===== config.mk =====
export PLATFORM = sky130hd
export DESIGN_NAME = p4s1_fft_flat
export DESIGN_NICKNAME = d
export VERILOG_FILES = /design/src/rtl/p4s1_fft_if.sv /design/src/rtl/p4s1_fft.sv /design/src/flat_wrapper.sv
export SDC_FILE = /design/constraint.sdc
export NUM_CORES = 1
export LEC_CHECK = 0
export ABC_CLOCK_PERIOD_IN_PS = 2000
export CAP_MARGIN = 20
export CORE_ASPECT_RATIO = 1.5
export CORE_MARGIN = 10
export CORE_UTILIZATION = 50
export CTS_BUF_LIST = sky130_fd_sc_hd__clkbuf_2 sky130_fd_sc_hd__clkbuf_4 sky130_fd_sc_hd__clkbuf_8
export CTS_CLUSTER_SIZE = 12
export DETAILED_ROUTE_END_ITERATION = 10
export PLACE_DENSITY = 0.85
export RECOVER_POWER = 100
export SYNTH_ARGS = -nofsm -noshare
export SYNTH_HDL_FRONTEND = slang
export SYNTH_SLANG_ARGS = --single-unit
export TNS_END_PERCENT = 50

===== constraint.sdc =====
create_clock -name clk -period 2 [get_ports clk]
set_input_delay 0.3 -clock clk [delete_from_list [all_inputs] [get_ports clk]]
set_output_delay 0.3 -clock clk [all_outputs]
set_load 0.005 [all_outputs]

===== src/rtl/p4s1_fft_if.sv =====
// Bus bundle for the 4:1 parallel-to-serial stage: group load side plus serial output side.
interface p4s1_fft_if #(
  parameter int WORDLENGTH = 16
);
  logic                  enable;
  logic                  load;
  logic                  clr_ovf;
  logic [WORDLENGTH-1:0] data_in0;
  logic [WORDLENGTH-1:0] data_in1;
  logic [WORDLENGTH-1:0] data_in2;
  logic [WORDLENGTH-1:0] data_in3;
  logic [WORDLENGTH-1:0] data_out;
  logic                  valid_out;
  logic [1:0]            phase;
  logic                  ready;
  logic                  overrun;

  modport master (
    output enable, load, clr_ovf, data_in0, data_in1, data_in2, data_in3,
    input  data_out, valid_out, phase, ready, overrun
  );

  modport slave (
    input  enable, load, clr_ovf, data_in0, data_in1, data_in2, data_in3,
    output data_out, valid_out, phase, ready, overrun
  );
endinterface


===== src/rtl/p4s1_fft.sv =====
// 4:1 parallel-to-serial converter for the FFT-1024 datapath; emits data_in3 first, data_in0 last.
module p4s1_fft #(
  parameter int WORDLENGTH = 16
) (
  input  logic          clk,
  input  logic          rst,
  p4s1_fft_if.slave     bus,
  output logic          state_o
);

  // Handshake: a group is taken when enable && load && ready on a rising edge;
  // ready (= !active) is combinational, and a load while !ready is dropped and
  // sets the sticky overrun flag. valid_out marks a fresh word on data_out.
  typedef enum logic {
    IDLE  = 1'b0,
    SHIFT = 1'b1
  } state_t;

  state_t                state_q;
  logic [1:0]            cnt_q;
  logic [WORDLENGTH-1:0] buf0_q;
  logic [WORDLENGTH-1:0] buf1_q;
  logic [WORDLENGTH-1:0] buf2_q;
  logic [WORDLENGTH-1:0] data_out_q;
  logic [1:0]            phase_q;
  logic                  valid_q;
  logic                  ovf_q;

  always_ff @(posedge clk or negedge rst) begin
    if (!rst) begin
      state_q    <= IDLE;
      cnt_q      <= 2'd0;
      buf0_q     <= '0;
      buf1_q     <= '0;
      buf2_q     <= '0;
      data_out_q <= '0;
      phase_q    <= 2'd0;
      valid_q    <= 1'b0;
      ovf_q      <= 1'b0;
    end else if (bus.enable) begin
      // A fresh overrun on the same edge as a clear wins.
      if (bus.load && state_q == SHIFT) begin
        ovf_q <= 1'b1;
      end else if (bus.clr_ovf) begin
        ovf_q <= 1'b0;
      end

      case (state_q)
        IDLE: begin
          if (bus.load) begin
            data_out_q <= bus.data_in3;
            phase_q    <= 2'd0;
            valid_q    <= 1'b1;
            buf0_q     <= bus.data_in0;
            buf1_q     <= bus.data_in1;
            buf2_q     <= bus.data_in2;
            cnt_q      <= 2'd1;
            state_q    <= SHIFT;
          end else begin
            valid_q <= 1'b0;
          end
        end
        SHIFT: begin
          case (cnt_q)
            2'd1:    data_out_q <= buf2_q;
            2'd2:    data_out_q <= buf1_q;
            default: data_out_q <= buf0_q;
          endcase
          phase_q <= cnt_q;
          valid_q <= 1'b1;
          cnt_q   <= cnt_q + 2'd1;
          if (cnt_q == 2'd3) begin
            state_q <= IDLE;
          end
        end
        default: state_q <= IDLE;
      endcase
    end
  end

  assign bus.data_out  = data_out_q;
  assign bus.phase     = phase_q;
  assign bus.valid_out = valid_q;
  assign bus.overrun   = ovf_q;
  assign bus.ready     = (state_q == IDLE);
  assign state_o       = state_q;

endmodule

===== src/flat_wrapper.sv =====
// flat-port wrapper written by rule: the top's interface ports become plain ports
module p4s1_fft_flat 
#(
  parameter int WORDLENGTH = 16
)
  (clk, rst, state_o, bus_enable, bus_load, bus_clr_ovf, bus_data_in0, bus_data_in1, bus_data_in2, bus_data_in3, bus_data_out, bus_valid_out, bus_phase, bus_ready, bus_overrun);
  p4s1_fft_if #(.WORDLENGTH(WORDLENGTH)) bus_i ();
  input  logic clk;
  input  logic rst;
  output logic state_o;
  input wire logic [$bits(bus_i.enable)-1:0] bus_enable;
  input wire logic [$bits(bus_i.load)-1:0] bus_load;
  input wire logic [$bits(bus_i.clr_ovf)-1:0] bus_clr_ovf;
  input wire logic [$bits(bus_i.data_in0)-1:0] bus_data_in0;
  input wire logic [$bits(bus_i.data_in1)-1:0] bus_data_in1;
  input wire logic [$bits(bus_i.data_in2)-1:0] bus_data_in2;
  input wire logic [$bits(bus_i.data_in3)-1:0] bus_data_in3;
  output wire logic [$bits(bus_i.data_out)-1:0] bus_data_out;
  output wire logic [$bits(bus_i.valid_out)-1:0] bus_valid_out;
  output wire logic [$bits(bus_i.phase)-1:0] bus_phase;
  output wire logic [$bits(bus_i.ready)-1:0] bus_ready;
  output wire logic [$bits(bus_i.overrun)-1:0] bus_overrun;
  assign bus_i.enable = bus_enable;
  assign bus_i.load = bus_load;
  assign bus_i.clr_ovf = bus_clr_ovf;
  assign bus_i.data_in0 = bus_data_in0;
  assign bus_i.data_in1 = bus_data_in1;
  assign bus_i.data_in2 = bus_data_in2;
  assign bus_i.data_in3 = bus_data_in3;
  assign bus_data_out = bus_i.data_out;
  assign bus_valid_out = bus_i.valid_out;
  assign bus_phase = bus_i.phase;
  assign bus_ready = bus_i.ready;
  assign bus_overrun = bus_i.overrun;
  p4s1_fft #(.WORDLENGTH(WORDLENGTH)) u_core (.clk(clk), .rst(rst), .bus(bus_i), .state_o(state_o));
endmodule

==> results.toml, run 1 <==
[routing]
routedWlPerCell_um = 18.6
drt-pass1-iter-count = 4
route.detailed.drc = 0
totalWireLength_um = 8090
num_vias = 2396
vias_per_cell = 5.50
ant_nets = 0
drtIter0Drc = 185

[final_layout]
diodes = 0
finish.net_count = 427
final_common_cell = "dfrtp_1"
final_cell_area_mm2 = 0.00436
syn_to_final_growth_pct = 33.9
final_core_util_pct = 67.7
drive_above_1_share_pct = 15.8
final_cell_mix = "dfrtp_1, clkdlybuf4s50_1, mux2_2, dlygate4sd3_1"

[floorplanning]
start_util_pct = 50.6
core_area_mm2 = 0.00644
rows = 36
die_area_mm2 = 0.0102
die_h_um = 119
die_w_um = 85.9
io_pins = 91

[cts]
cts_tree = "yes"
cts.sinks = 71
insertion_delay_ns = 0.35
cts.path.max_buffers = 2
numCtsBuffers = 9
htreeDepth = 3
cts-root-buf = "clkbuf_8"
clk_pin_slew_ns = 0.07
cts_resized = 0

[logic_synthesis]
synth_compound_area_share_pct = 12.3
synthXorXnorAreaFrac_pct = 0
synth_top_area_cell = "dfrtp_1"
synth_top_cell_area_share_pct = 54.5
synth_mux_area_share_pct = 19.2
yosysWarnings = 0
syn_inst = 262
synth_fa_ha_area_share_pct = 1.15
syn_avg_cell_area_um2 = 12.4
ys_types = 24
synth_seq_cells = 71
synth-seq-area-share_pct = 54.5
synth_area_mm2 = 0.00326
synth-simple-area-share_pct = 8.79
synth_top_family_by_area = "multiplexers"
synth.area.top_cells = "dfrtp_1, mux2_2, mux2_4, a221o_1, o211ai_1"
synth_nets = 334

[global_route]
first_global_vias = 2676
antenna_found_initial = 0
grt_max_degree = 29
grt_usage_pct = 16.3
overflow = 0
grt_first_pass_wirelength_um = 13500

[flow_run]
max_cap_violations = 0

[pwr]
power.leakage_nw = 1.88
p_sw_share_pct = 32.5
p_switching_w = 0.00201
irDropWorstVdd_mv = 0.761
pwr-share-clk_pct = 19.5
p_per_area_mw_per_mm2 = 1420
p_total_w = 0.00620
internal_power_w = 0.00419
seqPwrFrac_pct = 40.5
power_frac_comb_pct = 40.0

[timing]
max_freq_ghz = 0.538
min_period_ns = 1.86
setup_tns_ns = 0
final_hold_viol_count = 0
slew_headroom_pct = 49.3
clock_skew_ns = 0.0102
maxSlewViolCount = 0
finalSetupViolCount = 0
grt_setup_unrepaired = "false"
period_share_pct = 92.9
tightest_slew_ns = 0.758

[worst_hold_path]
hold_path.class = "input pin to asynchronous set/reset pin"

[placement]
io_buffers = 90
placed_area_mm2 = 0.00426
post-dp-hpwl_um = 6220
gp_congestion = 0.763

[critical_path]
path_class = "input pin to flop"
worstPathRequired_ns = 2.22
arrival_ns = 2.08
worst_setup_path_start_kind = "input pin"
path_max_fanout = 24
cp-end-kind = "flop"

[status]
status = "finished, final reports clean"
-- per-layer routing --
layer | vias to the layer above | share of wire [%] | track usage [%]
met1 | 1176 | 40 | 19.6
met5 | - | 0 | 0
met4 | 0 | 2.0 | 7.54
met2 | 77 | 53 | 26.7
met3 | 11 | 4.7 | 4.09
li1 | 1132 | - | -
-- worst max-delay path, cell delays in order --
cell and delay [ns]:
dlygate4sd3_1 0.55, and2_0 0.17, nand2_1 0.13, clkbuf_2 0.52
mux2_2 0.41
-- synthesized netlist by cell type --
master,instances
a22o_1,1
o211ai_1,15
and2_1,2
dfrtp_1,71
buf_6,4
nand2b_1,15
buf_1,1
nand2_1,20
a221oi_1,1
a221o_1,16
buf_2,3
a21oi_1,1
nand2_2,1
nor2b_1,1
clkbuf_1,12
ha_1,3
mux2i_1,1
nor3_1,1
inv_1,6
nand3_1,16
o21ai_0,21
mux2_4,20
nor2_1,2
mux2_2,28
-- final cells by class --
type | instances | area [µm²]
clock buffers | 13 | 173
clock inverters | 3 | 40.0
fillers | 489 | 2080
inverters | 6 | 22.5
multi-input cells | 165 | 1280
flip-flops and latches | 71 | 1780
well taps | 76 | 95.1
repair buffers | 102 | 971
-- power by group through the flow --
stage,clock [W],sequential (W),combinational (W)
CTS,0.00123,0.00252,0.00274
global route,0.00128,0.00259,0.00275
floorplan,0,0.00244,0.00174
global placement,0,0.00250,0.00262
finish,0.00121,0.00251,0.00248
detailed placement,0,0.00255,0.00272
-- final timing paths --
| path | start | to | slack [ns] | cells past startpoint |
|---|---|---|---|---|
| hold / removal | rst | u_core.bus.data_out[7] | 0.45 | 2 |
| setup reg to reg | u_core.cnt_q[0] | u_core.bus.data_out[15] | 0.26 | 5 |
| min in group clk | u_core.bus.phase[0] | u_core.bus.phase[0] | 0.49 | 2 |
| setup / recovery | bus_load | u_core.buf0_q[8] | 0.14 | 5 |
| hold reg to reg | u_core.bus.phase[0] | u_core.bus.phase[0] | 0.49 | 2 |
| max in group asynchronous | rst | u_core.buf0_q[15] | 0.50 | 3 |
-- repair_timing --
action                                 CTS  global route
buffers inserted                         0             0
endpoints found under the hold margin   20             0
hold buffers                             1             0
-- logic make-up (layout without fill, tap and decap cells) --
group           after synthesis  after routing
simple gates                 58             58
fa+ha+maj                     3              3
compound gates               55             55
flops                        71             71
mux                          49             49
buf+inv                      26            124
-- state kept, by name, summed over array words and instances (netlist names) --
name,count
u_core.bus.valid_out,1
u_core.buf1_q,16
u_core.cnt_q,2
u_core.buf2_q,16
u_core.bus.overrun,1
u_core.bus.data_out,16
u_core.buf0_q,16
u_core.state_o,1
u_core.bus.phase,2
-- per-stage QoR --
stage	cells	hold slack [ns]	setup WS, ns
2_1_floorplan	262	0.00441	0.448
3_3_place_gp	419	0.297	0.250
3_5_place_dp	419	0.302	0.188
4_1_cts	436	0.461	0.249
5_1_grt	436	0.493	0.0571
6_report	436	0.447	0.143
Note: power is estimated with default switching activity, not from simulation.
==> run 2: changes to the inputs <==
--- a/config.mk
+++ b/config.mk
@@ -6,9 +6,8 @@
 export NUM_CORES = 1
 export LEC_CHECK = 0
 export ABC_CLOCK_PERIOD_IN_PS = 2000
-export CAP_MARGIN = 20
+export CAP_MARGIN = 10
 export CORE_ASPECT_RATIO = 1.5
-export CORE_MARGIN = 10
 export CORE_UTILIZATION = 50
 export CTS_BUF_LIST = sky130_fd_sc_hd__clkbuf_2 sky130_fd_sc_hd__clkbuf_4 sky130_fd_sc_hd__clkbuf_8
 export CTS_CLUSTER_SIZE = 12
==> run 2 against run 1 <==
- via count decreased by 0.42%
- wire length decreased by 15%
- final area decreased by 0.26%
- sequential cell count unchanged
- maximum frequency increased by 0.97%
- core utilization increased by 2.2 points
- critical endpoint is now u_core.buf0_q[2]
==> results.toml, run 2 (synthesis results as in run 1) <==
[status]
status = "finished, final reports clean"

[critical_path]
r2r_slack_ns = 0.27
cp-end-kind = "flop"
path_max_fanout = 21
worstPathRequired_ns = 2.22
worst_setup_path_start_kind = "input pin"
cp-endpoint = "u_core.buf0_q[2]"
timing.rr.start = "u_core.state_o"
slowest_stage = "dlygate4sd3_1"
crit_path_cell_trace = "dlygate4sd3_1 > and2_0 > nand2_2 > clkbuf_2 > mux2_2"
reg2reg_depth = 4
path_class = "input pin to flop"
startpoint = "bus_load"
worst-path-stages = 5
critPathBufInv = 2
slowest_delay_ns = 0.61
worst_r2r_endpoint = "u_core.bus.data_out[11]"
cpLargestDelayFamily = "buffers and inverters"
arrival_ns = 2.06

[timing]
tightest_slew_ns = 0.931
maxSlewViolCount = 0
final_hold_viol_count = 0
max_freq_ghz = 0.544
clock_skew_ns = 0.0101
slew_headroom_pct = 38.0
period_share_pct = 92.0
min_period_ns = 1.84
setup_tns_ns = 0
grt_setup_unrepaired = "false"
finalSetupViolCount = 0

[global_route]
first_global_vias = 2334
grt_first_pass_wirelength_um = 11300
grt_usage_pct = 22.5
antenna_found_initial = 0
overflow = 0
grt_max_degree = 72

[final_layout]
fillers = 449
syn_to_final_growth_pct = 33.5
drive_above_1_share_pct = 16.2
finish.net_count = 425
final_common_cell = "dfrtp_1"
stdcell_count = 432
diodes = 0
final_cell_mix = "dfrtp_1, clkdlybuf4s50_1, mux2_2, dlygate4sd3_1, o21ai_0"

[placement]
place_inst = 415
post-dp-hpwl_um = 5050
io_buffers = 90
gp_congestion = 0.789

[routing]
route.detailed.drc = 0
drt-pass1-iter-count = 4
vias_per_cell = 5.52
dr_wl_met3_um = 323
ant_nets = 0
routedWlPerCell_um = 15.9
num_vias = 2386
drtIter0Drc = 113
wl_met2_um = 3400
maxUsedRoutingLayer = "met4"
drt-met1-wl_um = 2990
totalWireLength_um = 6860

[floorplanning]
die_w_um = 67.9
start_util_pct = 52.4
io_pins = 91
core_area_mm2 = 0.00622
die_area_mm2 = 0.00685
die_h_um = 101
rows = 35

[cts]
numCtsBuffers = 9
clk_pin_slew_ns = 0.08
htreeDepth = 3
cts_tree = "yes"
cts.sinks = 71
cts.path.max_buffers = 2
cts-root-buf = "clkbuf_8"
insertion_delay_ns = 0.34

[pwr]
irDropWorstVdd_mv = 0.813
p_per_area_mw_per_mm2 = 1400
power.leakage_nw = 1.88

[flow_run]
max_cap_violations = 0

[worst_hold_path]
hold_path.class = "flop to flop"
run 2: cell types whose count changed in the layout (fill, tap and decap cells not counted):
cell,delta
clkbuf_8,-2
mux2_1,-1
nand2_1,-1
clkbuf_4,+3
nand2_2,+1
clkinv_2,+1
mux2_4,+2
clkbuf_1,-1
mux2_2,-1
clkbuf_2,-3
run 2: per-stage QoR:
stage	hold slack (ns)	cell area [µm²]	utilization (%)	setup WS, ns	power [W]
finish	0.479	4350	70.0	0.161	0.00609
global placement	0.350	4240	68.2	0.209	0.00509
CTS	0.493	4450	71.6	0.248	0.00635
global route	0.511	4350	70.0	0.0339	0.00652
floorplan	0.00441	3260	-	0.448	0.00418
detailed placement	0.353	4240	68.2	0.151	0.00522
run 2: how the worst min path moves through the flow:
stage	slack, ns	cells after the start	start	to
floorplan	0.004	0	rst	u_core.buf0_q[0]
global placement	0.35	2	rst	u_core.bus.phase[1]
detailed placement	0.35	2	rst	u_core.buf2_q[15]
CTS	0.49	2	u_core.bus.phase[1]	u_core.bus.phase[1]
global route	0.51	1	u_core.buf0_q[6]	u_core.buf0_q[6]
finish	0.48	2	u_core.bus.phase[1]	u_core.bus.phase[1]
run 2: layout make-up:
type	instances	area, µm²	area share, %
Clock buffer	12	153	3.51
Multi-Input combinational cell	165	1290	29.7
Inverter	6	22.5	0.518
Tap cell	74	92.6	2.13
Clock inverter	4	45.0	1.04
Sequential cell	71	1780	40.8
Timing Repair Buffer	100	967	22.2
run 2: per-layer routing:
layer / track usage (%) / vias up
met5: 0 / -
met4: 9.62 / 0
met3: 4.98 / 14
met2: 34.7 / 77
met1: 30.3 / 1160
li1: - / 1135
run 2: repair_timing:
item | 4_1_cts | 5_1_grt
setup buffers | 0 | 0
resized for setup | 0 | 0
hold buffers | 1 | 0
endpoints found under the hold margin | 71 | 0
run 2: worst reg2reg max path, cell delays in order, from the launching register on:
cell and delay [ns]:
dfrtp_1 0.45, buf_4 0.22, nor2_1 0.63, o21ai_0 0.22
o211ai_1 0.13
run 2: power by group:
group          switching, W  total, W  internal (W)
sequential         0.000370   0.00251       0.00214
combinational       0.00107   0.00245       0.00137
clock              0.000505   0.00114      0.000632
total               0.00195   0.00609       0.00414
==> run 3: changes to the inputs <==
--- a/config.mk
+++ b/config.mk
@@ -5,14 +5,15 @@
 export SDC_FILE = /design/constraint.sdc
 export NUM_CORES = 1
 export LEC_CHECK = 0
-export ABC_CLOCK_PERIOD_IN_PS = 2000
+export ABC_AREA = 1
 export CAP_MARGIN = 10
 export CORE_ASPECT_RATIO = 1.5
-export CORE_UTILIZATION = 50
+export CORE_UTILIZATION = 65
 export CTS_BUF_LIST = sky130_fd_sc_hd__clkbuf_2 sky130_fd_sc_hd__clkbuf_4 sky130_fd_sc_hd__clkbuf_8
 export CTS_CLUSTER_SIZE = 12
 export DETAILED_ROUTE_END_ITERATION = 10
-export PLACE_DENSITY = 0.85
+export DONT_BUFFER_PORTS = 1
+export PLACE_DENSITY = 0.83
 export RECOVER_POWER = 100
 export SYNTH_ARGS = -nofsm -noshare
 export SYNTH_HDL_FRONTEND = slang
==> run 3 against run 2 <==
- sequential power rose by 2%
- maximum frequency rose by 13%
- via count rose by 8.5%
- core utilization rose by 1.1 points
- clock skew fell by 0.0057 ns
- worst hold slack got worse by 0.40 ns
- sequential cell count did not move
- synthesized cell count rose by 51%
- global-route usage rose by 6.7 points
- critical endpoint is now u_core.bus.data_out[15]
==> results.toml, run 3 <==
[logic_synthesis]
syn_avg_cell_area_um2 = 8.25
synth-edff-count = 0
synth_top_family_by_area = "simple AND/OR/NAND/NOR gates"
ys_types = 21
synthXorXnorAreaFrac_pct = 0
synth_compound_area_share_pct = 11.4
ys.flop_type = "dfrtp_1"
synth.area.top_cells = "dfrtp_1, nand2_1, nand3_1, a21oi_1, nor2_1"
async_flop_share_pct = 100
synth.most_common_cell = "nand2_1"
synth_fa_ha_area_share_pct = 1.15
synth-simple-area-share_pct = 25.9
synth_top_area_cell = "dfrtp_1"
syn_inst = 396
synth_area_mm2 = 0.00327
synth_seq_cells = 71
synth_mux_area_share_pct = 0
synth_nets = 468
netlist_top_cells_count = "nand2_1, dfrtp_1, nand3_1, a21oi_1, nor2_1"
synth-seq-area-share_pct = 54.4
yosysWarnings = 0
synth_top_cell_area_share_pct = 54.4

[global_route]
grt_max_degree = 72
grt_first_pass_wirelength_um = 11400
overflow = 0
first_global_vias = 2414
grt_usage_pct = 29.2
antenna_found_initial = 0

[routing]
ant_nets = 0
num_vias = 2588
route.detailed.drc = 0
totalWireLength_um = 6980
vias_per_cell = 5.65
routedWlPerCell_um = 15.2
drt-pass1-iter-count = 4
drtIter0Drc = 174

[critical_path]
cpLargestDelayFamily = "buffers and inverters"
slowest_stage = "dfrtp_1"
cpMostUsedCell = "inv_1"
arrival_ns = 1.86
slowest_delay_ns = 0.40
crit_path_cell_trace = "inv_1 > ha_1 > inv_1 > nand3_1 > nand2_1 > a21oi_1"
critPathBufInv = 2
worst_setup_path_start_kind = "flop"
worstPathRequired_ns = 2.23
cp-end-kind = "flop"
path_max_fanout = 16
path_class = "flop to flop"

[cts]
cts.path.max_buffers = 2
insertion_delay_ns = 0.34
cts_resized = 0
cts_tree = "yes"
numCtsBuffers = 9
cts-root-buf = "clkbuf_8"
cts.sinks = 71
clk_pin_slew_ns = 0.07
htreeDepth = 3

[final_layout]
drive_above_1_share_pct = 6.38
stdcell_count = 458
fillers = 410
syn_to_final_growth_pct = 5.36
final_core_util_pct = 71.0
finish.net_count = 459
final_common_cell = "nand2_1"
diodes = 0
final_cell_mix = "nand2_1, dfrtp_1, nand3_1, a21oi_1, nor2_1"

[timing]
finalSetupViolCount = 0
max_freq_ghz = 0.612
clock_skew_ns = 0.00432
period_share_pct = 81.7
grt_setup_unrepaired = "false"
setup_tns_ns = 0
final_hold_viol_count = 0
setup_slack_ns = 0.365
tightest_slew_ns = 0.940
slew_headroom_pct = 37.4
maxSlewViolCount = 0
min_period_ns = 1.63

[floorplanning]
die_area_mm2 = 0.00532
die_w_um = 59.9
start_util_pct = 67.4
io_pins = 91
rows = 31
die_h_um = 88.8
core_area_mm2 = 0.00485

[pwr]
power.leakage_nw = 1.74
p_per_area_mw_per_mm2 = 1710
irDropWorstVdd_mv = 0.979

[status]
status = "finished, final reports clean"

[placement]
gp_congestion = 0.878
dp_slack_ns = 0.401
post-dp-hpwl_um = 4640
place_inst = 440
io_buffers = 0

[flow_run]
max_cap_violations = 0

[worst_hold_path]
hold_path.class = "input pin to flop"
==> run 3: cell count changes after synthesis, moves of 4 or more <==
cell	change
nand2_1	+97
a221o_1	-16
a21oi_1	+44
clkbuf_1	-7
inv_1	+16
nand2b_1	-15
o211ai_1	-15
mux2_4	-20
mux2_2	-28
nand3_1	+33
nor2_1	+31
a21oi_2	+4
buf_2	+9
==> run 3: per-layer routing <==
metal | share of wire (%) | GRT usage (%) | up-vias
met5 | 0 | 0 | -
met4 | 2.1 | 13.3 | 0
met1 | 44 | 41.1 | 1221
met2 | 47 | 42.2 | 96
met3 | 6.0 | 7.60 | 15
li1 | - | - | 1256
==> run 3: final cells by class <==
class | count | area [µm²] | share of cell area, %
clock inverter | 3 | 40.0 | 1.16
sequential | 71 | 1780 | 51.6
tap | 66 | 82.6 | 2.40
timing repair buffer | 5 | 40.0 | 1.16
multi-input combinational | 276 | 1240 | 35.9
inverter | 24 | 95.1 | 2.76
clock buffer | 13 | 173 | 5.01
==> run 3: cells by family after synthesis <==
family / after synthesis
adder cells (fa/ha/maj): 3
AO/OA/AOI/OAI: 71
buffers and inverters: 49
AND/OR/NAND/NOR: 202
flip-flops: 71
==> run 3: path summary, 6_finish.rpt <==
kind	from	to	slack (ns)	cells after the start
worst max-delay path	u_core.cnt_q[0]	u_core.bus.data_out[15]	0.37	6
worst min-delay path	bus_enable	u_core.bus.valid_out	0.08	1
worst max register to register	u_core.cnt_q[0]	u_core.bus.data_out[15]	0.37	6
worst min register to register	u_core.buf2_q[11]	u_core.buf2_q[11]	0.47	2
max in group asynchronous	rst	u_core.bus.data_out[5]	0.70	2
min in group asynchronous	rst	u_core.buf0_q[2]	0.68	2
==> run 3: stage by stage <==
| stage | instance area (µm²) | total power (W) | hold slack (ns) |
|---|---|---|---|
| detailed placement | 3230 | 0.00469 | 0.00594 |
| global placement | 3230 | 0.00458 | 0.00572 |
| global route | 3440 | 0.00640 | 0.0866 |
| finish | 3440 | 0.00590 | 0.0776 |
| CTS | 3480 | 0.00593 | 0.0727 |
| floorplan | 3270 | 0.00424 | 0.00441 |
==> run 3: worst reg2reg max path: stages, from the launching register on <==
cell	delay [ns]
dfrtp_1	0.40
inv_1	0.13
ha_1	0.27
inv_1	0.37
nand3_1	0.15
nand2_1	0.12
a21oi_1	0.07
==> run 3: where the power goes <==
group / switching, W / internal [W]
Sequential: 0.000416 / 0.00215
Combinational: 0.00140 / 0.000744
Clock: 0.000506 / 0.000688
==> run 3: what timing repair did <==
action,CTS,global route
buffers inserted,0,0
hold endpoints to repair,71,0
hold buffers,2,0
==> patch 1 (config.mk and constraints of run 3) <==
`WORDLENGTH` is set to 16 in 3 places; all go to 18.
--- a/src/rtl/p4s1_fft_if.sv
+++ b/src/rtl/p4s1_fft_if.sv
@@ -1,5 +1,5 @@
 // Bus bundle for the 4:1 parallel-to-serial stage: group load side plus serial output side.
 interface p4s1_fft_if #(
-  parameter int WORDLENGTH = 16
+  parameter int WORDLENGTH = 18
 );
   logic                  enable;
--- a/src/rtl/p4s1_fft.sv
+++ b/src/rtl/p4s1_fft.sv
@@ -1,5 +1,5 @@
 // 4:1 parallel-to-serial converter for the FFT-1024 datapath; emits data_in3 first, data_in0 last.
 module p4s1_fft #(
-  parameter int WORDLENGTH = 16
+  parameter int WORDLENGTH = 18
 ) (
   input  logic          clk,
--- a/src/flat_wrapper.sv
+++ b/src/flat_wrapper.sv
@@ -2,5 +2,5 @@
 module p4s1_fft_flat 
 #(
-  parameter int WORDLENGTH = 16
+  parameter int WORDLENGTH = 18
 )
   (clk, rst, state_o, bus_enable, bus_load, bus_clr_ovf, bus_data_in0, bus_data_in1, bus_data_in2, bus_data_in3, bus_data_out, bus_valid_out, bus_phase, bus_ready, bus_overrun);
Interface: changed (5 resized); port bits go from 91 to 101. The function was not compared with the original's and may differ.
==> patch 1 against run 3 <==
The flow now finishes with violations (hold timing); global-route usage rose by 0.35 points; worst setup slack got worse by 140 ps; final area is 10% higher; cell count increased by 11%; sequential cell count is 8 higher; power increased by 12%; synthesized area grew 12%; via count is 15% higher; routed wire length rose by 16%; critical endpoint is now u_core.buf0_q[15]; largest cell class unchanged.
==> patch 1: results (changes against run 3) <==
- Clk_skew: 6.53 ps (was 4.32 ps)
- Share of post-route cells with drive strength above 1: 6.18% (was 6.38%)
- Footprint of the multi-input gates: 0.00136 mm^2 (was 0.00124 mm^2)
- Synth area leaders: dfrtp_1 (54%), nand2_1 (14%), nand3_1 (7.5%) (was dfrtp_1 (54%), nand2_1 (13%), nand3_1 (7.5%))
- Final hold vios: 79 (was 0)
- Commonest cells post-synth: nand2_1 (132), dfrtp_1 (79), nand3_1 (55) (was nand2_1 (117), dfrtp_1 (71), nand3_1 (49))
- Seq/total area: 52.0% (was 51.6%)
- Post-detailed-placement half-perimeter wirelength: 5.45 mm (was 4.64 mm)
- Critical Path AT: 2000 ps (was 1860 ps)
- Met3 Use GR: 5.10% (was 7.60%)
- FILL cells: 472 (was 410)
- Slew margin rel.: 44.6% (was 37.4%)
- Clock-cell share: 5.70% (was 6.18%)
- Critical path peak fanout: 49 (was 16)
- Data buffer area share: 1.65% (was 1.16%)
- Reg-to-Reg Start: u_core.state_o (was u_core.cnt_q[0])
- 1st-iter DRT viols: 258 (was 174)
- FF-to-FF End: u_core.buf0_q[15] (was u_core.bus.data_out[15])
- R2R cell count: 5 (was 6)
- Clock buf count: 12 (was 13)
- Net Count, Synth: 523 (was 468)
- Seq/Total Area, Yosys: 53.9% (was 54.4%)
- Final Hold Slack: -367 ps (was 77.6 ps)
- Drt first pass iters: 5 (was 4)
- Type of the worst min-delay path: input pin to async pin (was input pin to register)
- Gpl congestion: 0.869 (was 0.878)
- M1 GR Usage: 39.3% (was 41.1%)
- Status: finished with violations (was complete, no violations)
- R2r setup slk: 230 ps (was 370 ps)
- WL per Instance: 15.9 um (was 15.2 um)
- Post-Syn Instances: 443 (was 396)
- Routed via count: 2,978 (was 2,588)
- Via density: 5.87 (was 5.65)
- Signal buffers: 8 (was 5)
- Final Net Count: 512 (was 459)
- Failing checks: hold timing
- Met2 Usage GRT: 46.3% (was 42.2%)
- Lkg Pwr: 1.92 nW (was 1.74 nW)
- Tot GR Track Use: 29.5% (was 29.2%)
[patch 1: cell count changes after synthesis, sizes merged, moves of 3 or more]
cell,before,now
inv,23,26
nor2,33,37
dfrtp,71,79
nand3,49,55
buf,18,29
a21oi,49,55
nand2,120,134
clkbuf,7,1
[patch 1: kinds of logic (layout without fill, tap and decap cells)]
kind of cell | Yosys count | after routing | synth area share (%)
AND/OR/NAND/NOR | 226 | 226 | 25.3
adder cells (fa/ha/maj) | 3 | 3 | 1.02
AO/OA/AOI/OAI | 79 | 79 | 11.0
flip-flops | 79 | 79 | 53.9
buffers and inverters | 56 | 50 | 8.71
[patch 1: metrics by stage]
stage | cell area (um^2) | total power [mW]
global placement | 3600 | 5.16
CTS | 3820 | 6.59
global route | 3800 | 7.09
floorplan | 3660 | 4.73
detailed placement | 3600 | 5.28
finish | 3800 | 6.59
[patch 1: worst max path at each step]
stage | startpoint | endpoint | slack, ps | depth (start not counted)
floorplan | u_core.cnt_q[0] | u_core.bus.data_out[10] | 560 | 7
CTS | u_core.cnt_q[1] | u_core.bus.data_out[8] | 370 | 6
finish | u_core.state_o | u_core.buf0_q[15] | 230 | 5
global route | bus_enable | u_core.buf0_q[0] | 130 | 6
global placement | u_core.cnt_q[0] | u_core.bus.data_out[5] | 450 | 6
detailed placement | u_core.cnt_q[0] | u_core.bus.data_out[8] | 410 | 6
[patch 1: power breakdown]
| part | switching [mW] | leakage [nW] | internal (mW) |
|---|---|---|---|
| registers | 0.480 | 0.928 | 2.39 |
| logic | 1.59 | 0.873 | 0.841 |
| clock network | 0.553 | 0.115 | 0.741 |
| total | 2.62 | 1.92 | 3.97 |
[patch 1: per-layer routing]
metal,vias to the layer above,routed length (um)
met5,-,0
met4,0,267
met3,25,552
met2,137,3940
met1,1416,3320
li1,1400,-
==> patch 2 (flow settings as in run 3) <==
Without the edit above. Reset style: synchronous (`rst`), changed in one clocked block.
--- a/src/rtl/p4s1_fft.sv
+++ b/src/rtl/p4s1_fft.sv
@@ -27,5 +27,5 @@
   logic                  ovf_q;
 
-  always_ff @(posedge clk or negedge rst) begin
+  always_ff @(posedge clk) begin
     if (!rst) begin
       state_q    <= IDLE;
Behaviour: differs if rst is asserted again (counterexample within 4 cycles, from zero or initial values and one cycle with rst low); with rst held inactive, the same outputs for 10 cycles.
==> patch 2 against run 3 <==
Synthesized area decreased by 5.2%; sequential cell count unchanged; first-iteration DRC count increased by 4.0%; global-route usage is 0.94 points higher; worst hold slack gained 3.8 ps; worst setup slack got worse by 49 ps; count of clock-buffer cells in the layout decreased by 3; final area is 4.1% lower; routed wire length grew 6.1%.
Power is not compared: it rests on default switching activity, and its combinational part moved more than twofold at a synthesized area within 25%.
==> patch 2: results (changes against run 3) <==
- Status: complete, no violations (unchanged)
- Clock-cell share: 7.43% (was 6.18%)
- Clock power share: 42.4%
- Clock buf count: 10 (was 13)
- 1st-iter DRT viols: 181 (was 174)
- Inverters excl. clock: 24 (unchanged)
- Commonest cells post-synth: nor2_1 (99), nand2_1 (73), dfxtp_1 (71) (was nand2_1 (117), dfrtp_1 (71), nand3_1 (49))
- Share of post-route cells with drive strength above 1: 5.56% (was 6.38%)
- Post-Syn Instances: 443 (was 396)
- Non-filler instance count after layout: 496 (was 458)
- Critical Path AT: 1960 ps (was 1860 ps)
- Switch share: 24.3%
- Routed via count: 2,820 (was 2,588)
- Antenna Cells: 0 (unchanged)
- Clock Path Buffers: 2 (unchanged)
- H-Tree Depth: 3 (unchanged)
- Tot GR Track Use: 30.1% (was 29.2%)
- FILL cells: 396 (was 410)
- Multi-input combinational cell count: 316 (was 276)
- Worst Max-Slew Pin Slew: 775 ps (was 940 ps)
- Netlist cell types: 18 (was 21)
- Inserted Clock Buffers: 9 (unchanged)
- Synth Flop Type: dfxtp_1 (was dfrtp_1)
- Lkg Pwr: 1.36 nW
- Seq/total area: 43.0% (was 51.6%)
- Post-detailed-placement half-perimeter wirelength: 5.02 mm (was 4.64 mm)
- Seq/Total Area, Yosys: 45.9% (was 54.4%)
- Net Count, Synth: 515 (was 468)
- Synth area leaders: dfxtp_1 (46%), nor2_1 (12%), o21ai_0 (9.7%) (was dfrtp_1 (54%), nand2_1 (13%), nand3_1 (7.5%))
- Clk_skew: 8.48 ps (was 4.32 ps)
- Data buffer area share: 1.06% (was 1.16%)
- First-pass GRT wire length: 11.4 mm (about the same)
- Drt first pass iters: 5 (was 4)
- Vias in the first global route: 2,517 (was 2,414)
- Gpl congestion: 0.937 (was 0.878)
- Footprint of the multi-input gates: 0.00143 mm^2 (was 0.00124 mm^2)
- Critical path peak fanout: 17 (was 16)
- Ys async rst share: 0% (was 100%)
- Cell chosen for the clock root: clkbuf_8 (unchanged)
- Largest net degree at the start of global routing: 68 (was 72)
- Max VDD drop: 731 uV
- CTS clk-pin slew, worst paths: 80 ps
- Placed Cells: 480 (was 440)
- Final wirelength: 7.41 mm (was 6.98 mm)
[patch 2: cell count changes after synthesis, moves of 5 or more]
cell / run 3 / this run
nand3_1: 49 / 19
o21ai_0: 21 / 60
nand3b_1: 0 / 16
nand2_1: 117 / 73
clkbuf_1: 5 / 14
nor2_1: 33 / 99
a21oi_1: 45 / 38
dfrtp_1: 71 / 0
dfxtp_1: 0 / 71
o21ai_1: 0 / 5
[patch 2: final timing paths]
kind / slack, ps / from / cells after the start / to
max: 320 / u_core.cnt_q[0] / 6 / u_core.bus.data_out[14]
max reg2reg: 320 / u_core.cnt_q[0] / 6 / u_core.bus.data_out[14]
min: 80 / rst / 2 / u_core.bus.data_out[13]
min reg2reg: 490 / u_core.bus.overrun / 2 / u_core.bus.overrun
[patch 2: kinds of logic (layout without fill, tap and decap cells)]
kind of cell	count (synthesis)	in the layout	synth area share (%)
AND/OR/NAND/NOR	210	210	28.5
AO/OA/AOI/OAI	103	103	16.6
adder cells (fa/ha/maj)	3	3	1.21
flip-flops	71	71	45.9
buffers and inverters	56	45	7.75
[patch 2: per-stage QoR]
stage	hold slack (ps)	worst slack, ps	instance area (um^2)	power [mW]	util [%]
2_1_floorplan	435	533	3100	1.86	-
3_3_place_gp	431	435	3070	1.91	67.5
3_5_place_dp	432	363	3070	1.92	67.5
4_1_cts	71.6	350	3310	3.28	72.9
5_1_grt	67.5	233	3300	3.40	72.7
6_report	81.4	316	3300	3.28	72.7
[patch 2: worst max-delay path, cell delays in order (launching register included)]
cell and delay [ps]:
dfxtp_1 390, inv_1 80, ha_1 300, clkinv_1 380, nand3_1 240, nand2_1 90, a21oi_1 140
[patch 2: routing by layer]
layer / wire length, um / global-route usage [%]
met4: 331 / 15.6
met3: 460 / 6.57
met5: 0 / 0
met1: 3060 / 37.4
met2: 3560 / 48.5
